`config.mk`:
```
export PLATFORM = sky130hd
export DESIGN_NAME = iir1_filter
export DESIGN_NICKNAME = d
export VERILOG_FILES = /design/src/rtl/iir1_filter.sv
export SDC_FILE = /design/constraint.sdc
export NUM_CORES = 1
export LEC_CHECK = 0
export CAP_MARGIN = 20
export CORE_MARGIN = 3
export CORE_UTILIZATION = 45
export DETAILED_ROUTE_END_ITERATION = 8
export PLACE_DENSITY = 0.74
export SYNTH_ARGS = -nofsm -noshare
export SYNTH_HDL_FRONTEND = slang
export SYNTH_SLANG_ARGS = --single-unit
```
`constraint.sdc`:
```
create_clock -name clk -period 9.85 [get_ports clk]
set_input_delay 1.4775 -clock clk [delete_from_list [all_inputs] [get_ports clk]]
set_output_delay 1.4775 -clock clk [all_outputs]
set_load 0.005 [all_outputs]
```
`src/rtl/iir1_filter.sv`:
```
// iir1_filter: multi-channel first-order IIR (bilinear LPF/HPF) for the guitar path.
// Coefficients come from the pot frequency via an on-block restoring divider;
// samples are filtered one per clock with per-channel history.
// Build option: define IIR_ROUND_EN to round half up before the output shift
// (default build floors).
module iir1_filter #(
  parameter int unsigned N  = 10,
  parameter int unsigned CH = 2,
  parameter int unsigned F  = 10,
  parameter int unsigned K  = 19120,
  localparam int unsigned CHW = (CH > 1) ? $clog2(CH) : 1
) (
  input  logic           clk,
  input  logic           reset,
  input  logic [15:0]    f,
  input  logic           filt_type,
  input  logic           coef_load,
  output logic           coef_busy,
  input  logic           in_valid,
  output logic           in_ready,
  input  logic [CHW-1:0] in_ch,
  input  logic [N-1:0]   x_in,
  output logic           out_valid,
  output logic [CHW-1:0] out_ch,
  output logic [N-1:0]   y_out
);

  localparam int unsigned DW    = $clog2(K + 65536) + 1;
  localparam int unsigned RW    = DW - 1;
  localparam int unsigned CNTW  = $clog2(F + 1);
  localparam int unsigned ACC_W = N + F + 4;
  localparam int          CH_DEPTH = 2 ** CHW;

  localparam logic signed [ACC_W-1:0] Y_MAX = ACC_W'((2 ** (N - 1)) - 1);
  localparam logic signed [ACC_W-1:0] Y_MIN = ~Y_MAX;

  localparam logic [1:0] IDLE   = 2'd0;
  localparam logic [1:0] DIV_B  = 2'd1;
  localparam logic [1:0] DIV_A  = 2'd2;
  localparam logic [1:0] COMMIT = 2'd3;

  logic [1:0]      state, state_d;
  logic [CNTW-1:0] cnt;
  logic [RW-1:0]   rem;
  logic [F:0]      nsr;
  logic [F-1:0]    quo;
  logic [F:0]      qb, qa;
  logic [15:0]     f_lat;
  logic            type_lat;

  logic [F:0]          coef_b, coef_c;
  logic signed [F+1:0] coef_a;
  logic                ftype;

  logic [DW-1:0] dvsr_c, shift_c, amag_c;
  logic          take_c;
  logic [F:0]    quo_next_c;

  logic signed [N-1:0] hx1 [CH_DEPTH];
  logic signed [N-1:0] hy1 [CH_DEPTH];

  logic signed [N-1:0]     xs_c, x1_c, y1_c, ycl_c;
  logic signed [N:0]       sum_c;
  logic signed [F+1:0]     k_c;
  logic signed [ACC_W-1:0] acc_c, sh_c;
  logic                    ch_ok_c;

  // One restoring-division step: shift in the next numerator bit, subtract if it fits
  always_comb begin
    dvsr_c     = DW'(K) + DW'(f_lat);
    shift_c    = {rem, nsr[F]};
    take_c     = (shift_c >= dvsr_c);
    quo_next_c = {quo, take_c};
    amag_c     = (32'(f_lat) > K) ? (DW'(f_lat) - DW'(K)) : (DW'(K) - DW'(f_lat));
  end

  // Divider sequencing: load -> b quotient -> a quotient -> commit
  always_comb begin
    state_d = state;
    case (state)
      IDLE:    if (coef_load) state_d = DIV_B;
      DIV_B:   if (cnt == '0) state_d = DIV_A;
      DIV_A:   if (cnt == '0) state_d = COMMIT;
      COMMIT:  state_d = IDLE;
      default: state_d = IDLE;
    endcase
  end

  // State register, divider datapath and coefficient bank
  always_ff @(posedge clk) begin
    if (reset) begin
      state     <= IDLE;
      cnt       <= '0;
      rem       <= '0;
      nsr       <= '0;
      quo       <= '0;
      qb        <= '0;
      qa        <= '0;
      f_lat     <= '0;
      type_lat  <= 1'b0;
      coef_b    <= '0;
      coef_a    <= '0;
      coef_c    <= '0;
      ftype     <= 1'b0;
      coef_busy <= 1'b0;
      in_ready  <= 1'b1;
    end else begin
      state     <= state_d;
      coef_busy <= (state_d != IDLE);
      in_ready  <= (state_d == IDLE);
      case (state)
        IDLE: begin
          if (coef_load) begin
            f_lat    <= f;
            type_lat <= filt_type;
            rem      <= RW'(f >> 1);
            nsr      <= {f[0], {F{1'b0}}};
            quo      <= '0;
            cnt      <= CNTW'(F);
          end
        end
        DIV_B, DIV_A: begin
          rem <= take_c ? RW'(shift_c - dvsr_c) : RW'(shift_c);
          nsr <= nsr << 1;
          quo <= quo_next_c[F-1:0];
          cnt <= cnt - 1'b1;
          if (cnt == '0) begin
            if (state == DIV_B) begin
              qb  <= quo_next_c;
              rem <= RW'(amag_c >> 1);
              nsr <= {amag_c[0], {F{1'b0}}};
              quo <= '0;
              cnt <= CNTW'(F);
            end else begin
              qa <= quo_next_c;
            end
          end
        end
        COMMIT: begin
          coef_b <= qb;
          coef_c <= (F + 1)'(2 ** F) - qb;
          coef_a <= (32'(f_lat) > K) ? -$signed({1'b0, qa}) : $signed({1'b0, qa});
          ftype  <= type_lat;
        end
        default: ;
      endcase
    end
  end

  // Channel range check; trivially true when CH fills the index space
  if (CH < 2 ** CHW) begin : g_chk
    assign ch_ok_c = (in_ch < CHW'(CH));
  end else begin : g_all
    assign ch_ok_c = 1'b1;
  end

  // Difference equation, optional rounding, arithmetic shift and clamp
  always_comb begin
    xs_c = $signed({~x_in[N-1], x_in[N-2:0]});
    x1_c = hx1[in_ch];
    y1_c = hy1[in_ch];
    if (ftype) begin
      sum_c = (N + 1)'(xs_c) - (N + 1)'(x1_c);
      k_c   = $signed({1'b0, coef_c});
    end else begin
      sum_c = (N + 1)'(xs_c) + (N + 1)'(x1_c);
      k_c   = $signed({1'b0, coef_b});
    end
    acc_c = ACC_W'(k_c) * ACC_W'(sum_c) + ACC_W'(coef_a) * ACC_W'(y1_c);
`ifdef IIR_ROUND_EN
    acc_c = acc_c + ACC_W'(2 ** (F - 1));
`else
`endif
    sh_c = acc_c >>> F;
    if (sh_c > Y_MAX) begin
      ycl_c = N'(Y_MAX);
    end else if (sh_c < Y_MIN) begin
      ycl_c = N'(Y_MIN);
    end else begin
      ycl_c = N'(sh_c);
    end
  end

  // Output register and per-channel history update
  always_ff @(posedge clk) begin
    if (reset) begin
      out_valid <= 1'b0;
      out_ch    <= '0;
      y_out     <= {1'b1, {(N - 1){1'b0}}};
      for (int i = 0; i < CH_DEPTH; i++) begin
        hx1[i] <= '0;
        hy1[i] <= '0;
      end
    end else begin
      out_valid <= 1'b0;
      if (in_valid && in_ready && ch_ok_c) begin
        out_valid  <= 1'b1;
        out_ch     <= in_ch;
        y_out      <= {~ycl_c[N-1], ycl_c[N-2:0]};
        hx1[in_ch] <= xs_c;
        hy1[in_ch] <= ycl_c;
      end
    end
  end

endmodule
```
==> reports/qor.csv <==
metric,value,unit
largest net degree at the start of global routing,106,
max cap viols,0,
core area,40000,µm²
LEAKAGE,9.89,nW
die width,208,µm
"Setup violations, final",0,
logic gate share of total power,0.708,
"Top cell by count, worst path",fa_1,
Yosys Warn Count,0,
CP Data Required Time,10210,ps
num rows,73,
initial antenna violation count,1,
DR pass1 iterations,5,
vias per inst,5.52,
Int Power,3.01,mW
number of global-route vias before repair,15600,
Yosys cell types,73,
clock skew,16.6,ps
clock-pin slew on the worst setup and hold paths,70,ps
Synth async-reset ratio,0,
#FFs+latches synth,161,
"Hold-fix buffers, CTS",0,
Peak VDD IR,195,µV
CP arrival,10150,ps
CP peak stage delay,580,ps
Tmin final,9790,ps
drt initial violations,956,
I/O Buffers,45,
Worst path slowest cell,fa_1,
pwr dens,254,nW/µm²
area of the multi-input gates,13900,µm²
critical path capture point type,flip-flop,
area grow syn2layout,19.0,%
Final #Nets,2607,
total chip power,5.54,mW
Final Hold Vio Count,0,
clk_lat worst skew,440,ps
first-pass GRT wire length,79600,µm
Via Count,15200,
Worst Slack Setup Final,63.3,ps
clock buffer count from CTS,17,
Post-synth EDFFs,40,
CP max FO,5,
WL per Instance,18.1,µm
die area,43200,µm²
relative slew slack,0.232,
Detail Placement HPWL,38700,µm
clock group share of total power,0.130,
unrepaired setup endpoints after global routing,true,
mean post-synth cell area,8.81,µm²
crit path launch type,primary input,
Routed Antenna Nets,0,
Mapped Area,18300,µm²
ANT cells,0,
Synthesized Nets,2477,
Die Y,208,µm
Gate Count Post-Synth,2079,
worst slew pin tran,1120,ps
critical path class,primary input to flip-flop,
sw frac,0.457,
Worst Hold Class,flip-flop to flip-flop,
NetSw,2.53,mW
initial core utilization,0.458,
Clock Sinks,161,
H-tree depth,4,
Post-Layout Cell Count,2747,
total grt overflow,0,
Max Slew Vio Count,0,
FF/Latch Area,3620,µm²
fraction of final layout cells sized beyond drive strength 1,0.165,
register area share after synthesis,0.198,
DP Worst Slack,-979,ps
Placer Congestion,1.01,
Routed WL,49800,µm
number of remaining DRC errors,0,
worst-case clock buffer depth,2,
fmax,102,MHz
I/O pins,46,
sequential power share,0.163,
fill count,3546,
ys flop type,dfxtp_1,
status,"complete, no violations",
fin crit share,0.994,
root buf cell,clkbuf_16,
CTS tree,built,
Tot GR Track Use,0.226,
DP Cell Count,2672,
[synthesized netlist by cell type, drive strengths merged, types with 23 or more instances]
cell type	count	area [µm²]
a21oi	96	480
nand2	200	751
fa	234	4680
xnor2	52	463
xor2	35	314
clkbuf	88	330
inv	325	1220
dfxtp	121	2420
nor2b	46	288
nand2b	34	213
ha	132	1650
nand3	29	145
edfxtp	40	1200
a211oi	23	178
mux2i	70	701
o21ai	65	325
and2	32	200
nor2	187	702
[worst paths after layout]
| kind | startpoint | endpoint | slack, ps | depth (start not counted) |
|---|---|---|---|---|
| worst max register to register | hx1[0][0]$_SDFFCE_PN0P_ | y_out[8]$_SDFFE_PP0P_ | 880 | 38 |
| worst min register to register | out_ch$_SDFFE_PP0P_ | out_ch$_SDFFE_PP0P_ | 470 | 2 |
| worst min-delay path | out_ch$_SDFFE_PP0P_ | out_ch$_SDFFE_PP0P_ | 470 | 2 |
| worst max-delay path | in_ch | y_out[8]$_SDFFE_PP0P_ | 60 | 37 |
[placed cells by master (no fill, tap or decap), types with 8 or more instances in the layout]
| master | netlist | final |
|---|---|---|
| a22oi_1 | 10 | 10 |
| buf_4 | 2 | 151 |
| clkbuf_16 | 0 | 18 |
| mux2i_1 | 70 | 65 |
| and2_1 | 32 | 31 |
| or2_2 | 17 | 16 |
| edfxtp_1 | 40 | 40 |
| nand2b_1 | 34 | 33 |
| inv_2 | 0 | 14 |
| or3_1 | 14 | 14 |
| and3_1 | 17 | 16 |
| o21ai_2 | 0 | 15 |
| a31oi_1 | 15 | 11 |
| xnor2_1 | 51 | 50 |
| nor3_1 | 20 | 19 |
| nand2_2 | 0 | 8 |
| o21ai_1 | 19 | 12 |
| nor2b_1 | 46 | 43 |
| ha_1 | 132 | 111 |
| nor2_1 | 187 | 181 |
| a211oi_1 | 22 | 18 |
| o21ai_0 | 46 | 38 |
| clkdlybuf4s50_1 | 0 | 43 |
| dfxtp_1 | 121 | 121 |
| o21a_1 | 19 | 18 |
| xor2_1 | 34 | 34 |
| a311oi_2 | 0 | 8 |
| a21o_1 | 21 | 19 |
| ha_4 | 0 | 18 |
| nand3_1 | 29 | 27 |
| fa_1 | 234 | 227 |
| nand2_1 | 200 | 188 |
| a21oi_1 | 96 | 87 |
| mux2_2 | 17 | 17 |
| inv_1 | 325 | 311 |
[stage by stage]
| stage | util | setup TNS [ps] | instance area (µm²) | hold slack [ps] |
|---|---|---|---|---|
| global placement | 0.503 | -21520 | 20100 | 450 |
| global route | 0.545 | -4580 | 21800 | 516 |
| floorplan | - | -129 | 18500 | 436 |
| CTS | 0.527 | 0 | 21100 | 472 |
| detailed placement | 0.503 | -27350 | 20100 | 459 |
| finish | 0.545 | 0 | 21800 | 474 |
[flip-flops by register name, indices dropped and copies added (netlist names), 11 cells and up]
| name | cells |
|---|---|
| coef_b | 11 |
| coef_a | 12 |
| qa | 11 |
| hx1 | 20 |
| hy1 | 20 |
| rem | 17 |
| f_lat | 16 |
| qb | 11 |
[per-layer routing]
metal	GRT usage	share of wire
met3	0.0246	0.050
met1	0.289	0.41
met2	0.399	0.50
met5	0	0
met4	0.0784	0.041
[critical path, delay by kind of cell]
| kind | cells | cell delay (ps) |
|---|---|---|
| AOI/OAI and AO/OA | 13 | 2710 |
| adders and majority gates | 9 | 4150 |
| xor gates and xnor gates | 2 | 450 |
| and+or+nand+nor | 3 | 140 |
| muxes | 1 | 190 |
| buffers and inverters | 9 | 1000 |
[cell families after synthesis]
group | share of synthesized area
flip-flops | 0.198
adder cells (fa/ha/maj) | 0.346
multiplexers | 0.0493
XOR/XNOR | 0.0437
buffers and inverters | 0.0879
AO/OA/AOI/OAI | 0.117
AND/OR/NAND/NOR | 0.159
[power groups by stage]
stage | Clock [mW] | Combinational, mW | Sequential [mW]
2_1_floorplan | 0 | 2.09 | 0.855
3_3_place_gp | 0 | 3.14 | 0.907
6_report | 0.719 | 3.92 | 0.900
3_5_place_dp | 0 | 3.22 | 0.910
5_1_grt | 0.756 | 4.23 | 0.914
4_1_cts | 0.727 | 3.42 | 0.897
[final cells by class]
cell class / count / area share
clock buffers: 20 / 0.0215
clock inverters: 12 / 0.00763
inverters: 326 / 0.0561
multi-input cells: 1494 / 0.637
flip-flops and latches: 161 / 0.166
well taps: 525 / 0.0301
repair buffers: 209 / 0.0817
[what timing repair did]
item / CTS / global route
hold endpoints to repair: 0 / 0
pin swaps: 72 / 98
gates cloned: 2 / 1
setup buffers: 20 / 19
endpoints found under the setup margin: 30 / 30
resized for setup: 51 / 101
Power figures use the tool's default switching activity.
